### src/rtl/reg_file_8x8.sv
// ---------------------------------------------------------------------------
// reg_file_8x8
//   Operand-source register file for the single-cycle datapath. Eight general
//   registers (none hardwired to zero), one write port fed by the ALU result,
//   and two combinational read ports that drive the ALU DATA1/DATA2 inputs.
//
// Parameters
//   DATA_WIDTH  width of each register and of IN/OUT1/OUT2
//   ADDR_WIDTH  register index width; register count = 2**ADDR_WIDTH
//   BYPASS      1: a same-cycle write is forwarded to a matching read port
//               0: read ports return the stored value only
//
// Ports
//   CLK          system clock, all state changes on the rising edge
//   RESET        synchronous active-high clear of every register
//   IN           write-back data
//   INADDRESS    destination register index
//   WRITE        write enable, sampled at the rising edge
//   OUT1ADDRESS  read port 1 index
//   OUT2ADDRESS  read port 2 index
//   OUT1         read port 1 data (ALU DATA1)
//   OUT2         read port 2 data (ALU DATA2)
// ---------------------------------------------------------------------------
module reg_file_8x8 #(
    parameter int DATA_WIDTH = 8,
    parameter int ADDR_WIDTH = 3,
    parameter int BYPASS     = 0
) (
    input  logic                  CLK,
    input  logic                  RESET,
    input  logic [DATA_WIDTH-1:0] IN,
    input  logic [ADDR_WIDTH-1:0] INADDRESS,
    input  logic                  WRITE,
    input  logic [ADDR_WIDTH-1:0] OUT1ADDRESS,
    input  logic [ADDR_WIDTH-1:0] OUT2ADDRESS,
    output logic [DATA_WIDTH-1:0] OUT1,
    output logic [DATA_WIDTH-1:0] OUT2
);

    localparam int NUM_REGS = 1 << ADDR_WIDTH;

    logic [DATA_WIDTH-1:0] regs_r [NUM_REGS];
    logic [DATA_WIDTH-1:0] out1_s;
    logic [DATA_WIDTH-1:0] out2_s;

    // Read-port mux shared by both ports. Reset forces zero operands so the
    // ALU never sees stale data; bypass is only considered outside reset.
    function automatic logic [DATA_WIDTH-1:0] read_port(
        input logic [ADDR_WIDTH-1:0] raddr,
        input logic [DATA_WIDTH-1:0] stored,
        input logic                  rst,
        input logic                  wen,
        input logic [ADDR_WIDTH-1:0] waddr,
        input logic [DATA_WIDTH-1:0] wdata
    );
        logic [DATA_WIDTH-1:0] result;
        result = stored;
        if (rst) begin
            result = '0;
        end else if ((BYPASS != 0) && wen && (raddr == waddr)) begin
            result = wdata;
        end else begin
            result = stored;
        end
        return result;
    endfunction

    // Register array: reset clears everything and takes priority over a write.
    always_ff @(posedge CLK) begin
        if (RESET) begin
            for (int i = 0; i < NUM_REGS; i++) begin
                regs_r[i] <= '0;
            end
        end else if (WRITE) begin
            regs_r[INADDRESS] <= IN;
        end
    end

    // Combinational read ports, zero-cycle latency from the address inputs.
    always_comb begin
        out1_s = '0;
        out2_s = '0;
        out1_s = read_port(OUT1ADDRESS, regs_r[OUT1ADDRESS], RESET, WRITE, INADDRESS, IN);
        out2_s = read_port(OUT2ADDRESS, regs_r[OUT2ADDRESS], RESET, WRITE, INADDRESS, IN);
    end

    assign OUT1 = out1_s;
    assign OUT2 = out2_s;

endmodule

### config.mk
export PLATFORM = sky130hd
export DESIGN_NAME = reg_file_8x8
export DESIGN_NICKNAME = d
export VERILOG_FILES = /design/src/rtl/reg_file_8x8.sv
export SDC_FILE = /design/constraint.sdc
export NUM_CORES = 1
export LEC_CHECK = 0
export BUFFER_PORTS_ARGS = -buffer_cell sky130_fd_sc_hd__buf_2
export CAP_MARGIN = 20
export CORE_MARGIN = 3
export CORE_UTILIZATION = 55
export DETAILED_ROUTE_END_ITERATION = 12
export PLACE_DENSITY = 0.74
export SYNTH_ARGS = -nofsm -noshare
export SYNTH_HDL_FRONTEND = slang
export SYNTH_SLANG_ARGS = --single-unit
### constraint.sdc
create_clock -name CLK -period 2.2 [get_ports CLK]
set_input_delay 0.44 -clock CLK [delete_from_list [all_inputs] [get_ports CLK]]
set_output_delay 0.44 -clock CLK [all_outputs]
set_load 0.01 [all_outputs]
==> flow_metrics.env, run 1 <==
export IMPL_gp_congestion=0.803
export IMPL_io_buffers=35
export IMPL_clock_path_buffers=2
export IMPL_cts_resized=0
export IMPL_layout_common_cells="and2_1 (64), edfxtp_1 (64), buf_2 (35)"
export IMPL_rsz0062_at_grt="false"
export IMPL_design_area_sq_um=4070
export IMPL_path_max_fanout=16
export IMPL_fmax_mhz=472
export IMPL_total_power_uw=2720
export IMPL_relSlewSlack=0.741
export IMPL_regMostFlops="regs_r"
export IMPL_drcViolationCount=0
export IMPL_io_pin_count=36
export IMPL_cap_violations=0
export IMPL_nFillCells=441
export IMPL_grt_usage=0.223
export IMPL_setup_viol=0
export IMPL_powerDensity_nw_per_um2=668
export IMPL_cts_root_buf="clkbuf_8"
export IMPL_drtIter0Drc=155
export IMPL_multi_input_area_sq_um=1590
export IMPL_totalWireLength_um=7780
export IMPL_cts_tree="done"
export IMPL_dominantRegCellSynth="edfxtp_1"
export IMPL_avgRoutedWirePerCell_um=22.3
export IMPL_syn_cell_area_sq_um=3620
export IMPL_design_die_area_sq_um=7600
export IMPL_rows=28
export IMPL_antenna_found_initial=0
export IMPL_largest_reg_flops=64
export IMPL_yosys_warnings=0
export IMPL_reg_largest_list="regs_r (64)"
export IMPL_cts_htree_levels=3
export IMPL_vias=2102
export IMPL_tightest_slew_ps=389
export IMPL_drive_gt1_frac=0.255
export IMPL_fin_crit_sh=0.962
export IMPL_area_growth_pct=12.3
export IMPL_hp_class="in2reg"
export IMPL_synth_seq_area_share=0.531
export IMPL_hold_viol=0
export IMPL_grt_max_degree=17
export IMPL_post_cts_buffers=0
export IMPL_die_h_um=87.2
export IMPL_synthArstFlopShare=0
export IMPL_grt_pass1_wl_um=11800
export IMPL_syn_instance_count=226
export IMPL_cp_required_ps=1760
export IMPL_hold_buffers=0
export IMPL_seq_area_sq_um=1920
export IMPL_first_pass_iters=4
export IMPL_path_clk_slew_ps=60
export IMPL_synth_nets=246
export IMPL_fin_nets=290
export IMPL_syn_area_per_cell_sq_um=16.0
export IMPL_crit_arrival_ps=1680
export IMPL_diodes=0
export IMPL_start_util=0.591
export IMPL_outcome="finished, final reports clean"
export IMPL_startpoint_type="input pin"
export IMPL_die_w_um=87.2
export IMPL_synth_cell_types=20
export IMPL_holdPathStages=2
export IMPL_ir_drop_uv=423
export IMPL_leakage_uw=0.00162
export IMPL_min_period_ps=2120
export IMPL_dpl_hpwl_um=5170
export IMPL_vias_per_cell=6.02
export IMPL_cts_buffers=9
export IMPL_ys_ff_latch=64
export IMPL_place_area_sq_um=3890
export IMPL_finalSetupTns_ps=0
export IMPL_coreArea_sq_um=6130
export IMPL_grt_overflow=0
export IMPL_drv_slew=0
export IMPL_clock_sink_count=64
export IMPL_final_antenna_net_count=0
export IMPL_grt_pass1_vias=2202
export IMPL_hold_slack_ps=464
export IMPL_crit_type="in2out"
export IMPL_critPathCaptureType="primary output"
export IMPL_synth_edf_count=64
area by class of cell:
| class | count | share of cell area |
|---|---|---|
| clock inverter | 4 | 0.0114 |
| timing repair buffer | 46 | 0.0695 |
| sequential | 64 | 0.472 |
| tap | 75 | 0.0231 |
| multi-input combinational | 149 | 0.391 |
| clock buffer | 11 | 0.0323 |
per-stage QoR:
step                utilization  cells  worst slack [ps]
floorplan                     -    226               336
global placement          0.635    334               129
detailed placement        0.635    334               114
CTS                       0.664    349               110
global route              0.664    349              15.7
finish                    0.664    349              82.6
final timing paths:
check	from	to
min	IN[2]	regs_r[0][2]$_SDFFCE_PN0P_
max	OUT2ADDRESS[1]	OUT2[2]
kinds of logic after synthesis:
| kind of cell | Yosys count | synth area share |
|---|---|---|
| buffers and inverters | 13 | 0.0297 |
| multiplexers | 48 | 0.275 |
| AND/OR/NAND/NOR | 101 | 0.164 |
| flip-flops | 64 | 0.531 |
where the power goes:
group	switching (uW)	internal, uW
Combinational	171	175
Sequential	36.5	1420
Clock	406	512
Total	613	2110
critical path: stages:
cell	delay [ps]
buf_2	110
buf_12	170
mux4_1	580
mux2i_1	190
nor2_1	60
buf_2	140
synthesized netlist by cell type, types with 2 or more instances:
cell | instances | area [sq um]
and2_1 | 64 | 400
edfxtp_1 | 64 | 1920
mux4_1 | 31 | 815
nor2_1 | 19 | 71.3
mux2i_1 | 16 | 160
or2_2 | 8 | 50.1
clkbuf_1 | 4 | 15.0
buf_2 | 3 | 15.0
buf_12 | 2 | 40.0
buf_4 | 2 | 15.0
buf_6 | 2 | 22.5
nor3_1 | 2 | 10.0
nor3_2 | 2 | 20.0
layer usage:
layer / up-vias / share of wire / track usage
met5: - / 0 / 0
met4: 0 / 0.014 / 0.0907
met3: 11 / 0.061 / 0.0473
met2: 81 / 0.54 / 0.402
met1: 1032 / 0.38 / 0.258
li1: 978 / - / -
No activity file was read; power rests on OpenSTA's default activity.
==> run 2, diff against run 1 <==
==> constraint.sdc (replaced) <==
create_clock -name CLK -period 2 [get_ports CLK]
set_input_delay 0.4 -clock CLK [delete_from_list [all_inputs] [get_ports CLK]]
set_output_delay 0.4 -clock CLK [all_outputs]
set_load 0.01 [all_outputs]
==> run 2 against run 1 <==
Against the previous run: setup slack lost 79 ps; combinational power grew 16%; via count grew 1.1%; critical path depth shrank 2; sequential share of layout area grew 1.3 points; die area is the same; sequential power grew 10%; clock power shrank 3.1%; largest power group unchanged.
==> flow_metrics.env, run 2 (same netlist as run 1, synthesis figures left out) <==
export IMPL_avgRoutedWirePerCell_um=22.7
export IMPL_die_w_um=87.2
export IMPL_io_buffers=35
export IMPL_grt_pass1_vias=2151
export IMPL_holdPathStages=2
export IMPL_cts_root_buf="clkbuf_8"
export IMPL_die_h_um=87.2
export IMPL_drive_gt1_frac=0.365
export IMPL_crit_arrival_ps=1600
export IMPL_critPathCaptureType="primary output"
export IMPL_ir_drop_uv=611
export IMPL_tightest_slew_ps=414
export IMPL_grt_pass1_wl_um=12000
export IMPL_powerDensity_nw_per_um2=733
export IMPL_grt_usage=0.227
export IMPL_finalSetupTns_ps=0
export IMPL_setup_viol=0
export IMPL_leakage_uw=0.00149
export IMPL_power_frac_comb=0.138
export IMPL_intPower_uw=2200
export IMPL_cts_tree="done"
export IMPL_grt_overflow=0
export IMPL_power_frac_seq=0.555
export IMPL_vias=2126
export IMPL_design_area_sq_um=3960
export IMPL_first_pass_iters=4
export IMPL_clockPowerShare=0.307
export IMPL_hold_start="IN[0]"
export IMPL_hold_buffers=0
export IMPL_cp_required_ps=1600
export IMPL_outcome="finished, final reports clean"
export IMPL_dp_cells=336
export IMPL_io_pin_count=36
export IMPL_crit_type="reg2out"
export IMPL_fin_cells=352
export IMPL_p_sw_uw=698
export IMPL_fmax_mhz=501
export IMPL_coreArea_sq_um=6130
export IMPL_p_sw_frac=0.241
export IMPL_final_util=0.646
export IMPL_fin_nets=292
export IMPL_post_cts_buffers=0
export IMPL_path_max_fanout=2
export IMPL_slowest_delay_ps=470
export IMPL_min_period_ps=2000
export IMPL_rows=28
export IMPL_place_area_sq_um=3910
export IMPL_dpl_hpwl_um=5390
export IMPL_hold_viol=0
export IMPL_totalWireLength_um=8000
export IMPL_drtIter0Drc=197
export IMPL_clock_path_buffers=2
export IMPL_rsz0062_at_grt="true"
export IMPL_cts_htree_levels=3
export IMPL_start_util=0.591
export IMPL_relSlewSlack=0.724
export IMPL_drv_slew=0
export IMPL_critPathSlowestCell="mux4_2"
export IMPL_path_clk_slew_ps=60
export IMPL_hp_class="in2reg"
export IMPL_regMostFlops="regs_r"
export IMPL_startpoint_type="register"
export IMPL_gp_congestion=0.801
export IMPL_vias_per_cell=6.04
export IMPL_area_growth_pct=9.33
export IMPL_path_cells="mux4_2 > mux2i_1 > nor2_1 > buf_2"
export IMPL_grt_max_degree=17
export IMPL_cap_violations=0
export IMPL_layout_common_cells="and2_1 (64), edfxtp_1 (64), buf_2 (35)"
export IMPL_largest_reg_flops=64
export IMPL_antenna_found_initial=0
export IMPL_final_antenna_net_count=0
export IMPL_design_die_area_sq_um=7600
export IMPL_cts_buffers=9
export IMPL_hold_end="regs_r[1][0]$_SDFFCE_PN0P_"
export IMPL_clock_sink_count=64
export IMPL_total_power_uw=2900
export IMPL_fin_crit_sh=0.998
export IMPL_reg_largest_list="regs_r (64)"
export IMPL_drcViolationCount=0
export IMPL_diodes=0
==> run 2: cell count changes in the layout (fill, tap and decap cells not counted) <==
cell       delta
mux4_2       +30
mux4_1       -30
buf_6         +1
clkinv_1      +2
buf_8         +1
bufinv_16     -1
==> run 2: worst max-delay path: cells and delay by family, from the launching register on <==
family        cells  cell delay, ps
buf+inv           1             140
mux               2             640
flops             1             430
simple gates      1              50
==> run 2: layout make-up <==
class	instances	area, sq um
Multi-Input combinational cell	149	1480
Timing Repair Buffer	48	309
Clock inverter	5	23.8
Tap cell	75	93.8
Clock buffer	11	131
Fill cell	476	2170
Sequential cell	64	1920
==> run 2: worst max path at each step <==
stage / startpoint / end / slack [ps]
after global routing: regs_r[2][2]$_SDFFCE_PN0P_ / OUT1[2] / -70
after detailed placement: OUT1ADDRESS[0] / OUT1[1] / -30
after global placement: OUT2ADDRESS[1] / OUT2[2] / 20
after floorplan: OUT2ADDRESS[1] / OUT2[5] / 220
after CTS: regs_r[3][2]$_SDFFCE_PN0P_ / OUT2[2] / -20
final: regs_r[6][6]$_SDFFCE_PN0P_ / OUT1[6] / 4
==> run 2: per-stage QoR <==
| stage | hold WS (ps) | worst slack, ps |
|---|---|---|
| 5_1_grt | 431 | -72.9 |
| 4_1_cts | 411 | -18.2 |
| 3_3_place_gp | 760 | 15.7 |
| 6_report | 426 | 4.00 |
| 3_5_place_dp | 766 | -32.4 |
| 2_1_floorplan | 598 | 216 |
==> run 2: layer usage <==
| metal | vias to the layer above | share of wire | track usage |
|---|---|---|---|
| met4 | 0 | 0.024 | 0.0907 |
| li1 | 949 | - | - |
| met1 | 1066 | 0.38 | 0.280 |
| met3 | 17 | 0.080 | 0.0416 |
| met2 | 94 | 0.52 | 0.396 |
| met5 | - | 0 | 0 |
==> run 2: power groups by stage <==
stage	clock, uW	sequential [uW]	combinational (uW)
detailed placement	0	1630	388
CTS	901	1600	393
global placement	0	1620	379
finish	890	1610	400
floorplan	0	1610	270
global route	947	1620	431
==> run 2: repair_timing <==
item	4_1_cts	5_1_grt
endpoints found under the setup margin	9	16
resized for setup	9	24
gates cloned	0	0
pin swaps	0	3
==> run 3, diff against run 2 <==
--- a/config.mk
+++ b/config.mk
@@ -10,7 +10,9 @@
 export CORE_MARGIN = 3
 export CORE_UTILIZATION = 55
 export DETAILED_ROUTE_END_ITERATION = 12
+export GPL_TIMING_DRIVEN = 0
 export PLACE_DENSITY = 0.74
+export SLEW_MARGIN = 20
 export SYNTH_ARGS = -nofsm -noshare
 export SYNTH_HDL_FRONTEND = slang
 export SYNTH_SLANG_ARGS = --single-unit
==> run 3 against run 2 <==
Against the previous run: sequential share of layout area shrank 0.74 points; cell area grew 1.5%; total power grew 4.7%; routed wire length grew 4.8%; the run now ends with setup timing left; clock power grew 13%; critical path depth is the same.
==> flow_metrics.env, run 3 (same netlist as run 1, synthesis figures left out) <==
export IMPL_leakage_uw=0.00152
export IMPL_min_period_ps=2020
export IMPL_multi_input_area_sq_um=1510
export IMPL_vias=2114
export IMPL_outcome="complete, but fails checks"
export IMPL_fin_crit_sh=1.01
export IMPL_tightest_slew_ps=764
export IMPL_coreArea_sq_um=6130
export IMPL_drtIter0Drc=249
export IMPL_cts_root_buf="clkbuf_8"
export IMPL_crit_arrival_ps=1620
export IMPL_avgRoutedWirePerCell_um=24.2
export IMPL_io_pin_count=36
export IMPL_rsz0062_at_grt="true"
export IMPL_critPathSlowestCell="mux4_1"
export IMPL_die_w_um=87.2
export IMPL_clock_sink_count=64
export IMPL_vias_per_cell=6.09
export IMPL_gp_congestion=0.790
export IMPL_design_die_area_sq_um=7600
export IMPL_first_pass_iters=5
export IMPL_clock_path_buffers=2
export IMPL_hold_buffers=0
export IMPL_io_buffers=29
export IMPL_cp_required_ps=1600
export IMPL_path_max_fanout=2
export IMPL_cts_tree="done"
export IMPL_path_cells="mux4_1 > mux2i_1 > nor2_1 > buf_2"
export IMPL_cts_htree_levels=3
export IMPL_crit_type="reg2out"
export IMPL_hp_class="in2reg"
export IMPL_drive_gt1_frac=0.357
export IMPL_final_setup_worst_slack_ps=-16.1
export IMPL_drv_slew=0
export IMPL_drcViolationCount=0
export IMPL_power_frac_comb=0.138
export IMPL_grt_pass1_vias=2216
export IMPL_fmax_mhz=496
export IMPL_post_cts_buffers=0
export IMPL_critPathCaptureType="primary output"
export IMPL_nFillCells=475
export IMPL_hold_end="regs_r[0][3]$_SDFFCE_PN0P_"
export IMPL_startpoint_type="register"
export IMPL_setup_viol=1
export IMPL_rows=28
export IMPL_grt_overflow=0
export IMPL_final_util=0.656
export IMPL_total_power_uw=3040
export IMPL_intPower_uw=2330
export IMPL_start_util=0.591
export IMPL_grt_max_degree=11
export IMPL_grt_usage=0.236
export IMPL_diodes=0
export IMPL_ir_drop_uv=426
export IMPL_failed_checks="setup timing"
export IMPL_p_sw_frac=0.233
export IMPL_clockPowerShare=0.333
export IMPL_hold_viol=0
export IMPL_hold_start="IN[3]"
export IMPL_seq_area_sq_um=1920
export IMPL_relSlewSlack=0.488
export IMPL_path_clk_slew_ps=60
export IMPL_totalWireLength_um=8390
export IMPL_p_sw_uw=709
export IMPL_cap_violations=0
export IMPL_layout_common_cells="and2_1 (64), edfxtp_1 (64), buf_2 (30)"
export IMPL_die_h_um=87.2
export IMPL_slowest_delay_ps=530
export IMPL_hold_slack_ps=416
export IMPL_powerDensity_nw_per_um2=755
export IMPL_reg_largest_list="regs_r (64)"
export IMPL_cts_buffers=9
export IMPL_holdPathStages=2
export IMPL_final_antenna_net_count=0
export IMPL_power_frac_seq=0.529
export IMPL_grt_pass1_wl_um=12200
export IMPL_antenna_found_initial=0
export IMPL_largest_reg_flops=64
export IMPL_dpl_hpwl_um=5310
export IMPL_regMostFlops="regs_r"
export IMPL_fin_nets=288
export IMPL_area_growth_pct=11.0
run 3: cell count changes in the layout (fill, tap and decap cells not counted), sizes merged:
cell | previous run | this run
clkbuf | 11 | 16
clkinv | 4 | 5
bufinv | 0 | 1
buf | 48 | 37
clkinvlp | 1 | 0
run 3: routing by layer:
layer  wire length (um)  GRT usage  vias up  share of wire
li1                   -          -      948              -
met1               2870      0.260     1026           0.34
met2               4450      0.413      113           0.53
met3                770     0.0568       27          0.092
met4                292      0.137        0          0.035
met5                  0          0        -              0
run 3: per-stage QoR:
step | std cells | setup slack [ps] | TNS [ps] | instance area, sq um
5_1_grt | 347 | -107 | -676 | 4020
4_1_cts | 345 | -24.5 | -66.0 | 4040
2_1_floorplan | 226 | 216 | 0 | 3620
3_5_place_dp | 330 | -411 | -11030 | 3870
6_report | 347 | -16.1 | -16.1 | 4020
3_3_place_gp | 330 | -527 | -16710 | 3860
run 3: worst max-delay path: cells and delay by family (launching register included):
family / cells / cell delay [ps]
flops: 1 / 420
buf+inv: 1 / 140
simple gates: 1 / 50
mux: 2 / 670
run 3: area by class of cell:
cell class	count	area share
plain buffers	13	0.0320
well taps	75	0.0233
repair buffers	31	0.0485
multi-input cells	149	0.375
clock buffers	9	0.0308
clock inverters	6	0.0128
flip-flops and latches	64	0.478
run 3: timing repair:
item	4_1_cts	5_1_grt
resized for setup	14	23
endpoints found under the hold margin	0	0
setup endpoints to repair	23	16
gates cloned	0	2
pin swaps	0	2
run 3: power groups by stage:
stage	clock, uW	combinational, uW	sequential (uW)
3_3_place_gp	0	381	1620
2_1_floorplan	0	270	1610
6_report	1010	420	1610
4_1_cts	1010	399	1600
5_1_grt	1070	456	1610
3_5_place_dp	0	390	1630
run 3: how the worst max path moves through the flow:
| stage | start | end | depth (start not counted) |
|---|---|---|---|
| 2_1_floorplan | OUT2ADDRESS[1] | OUT2[5] | 5 |
| 4_1_cts | regs_r[1][3]$_SDFFCE_PN0P_ | OUT1[3] | 4 |
| 5_1_grt | regs_r[1][3]$_SDFFCE_PN0P_ | OUT2[3] | 4 |
| 3_3_place_gp | RESET | regs_r[2][6]$_SDFFCE_PN0P_ | 4 |
| 6_report | regs_r[1][3]$_SDFFCE_PN0P_ | OUT1[3] | 4 |
| 3_5_place_dp | RESET | regs_r[4][3]$_SDFFCE_PN0P_ | 4 |
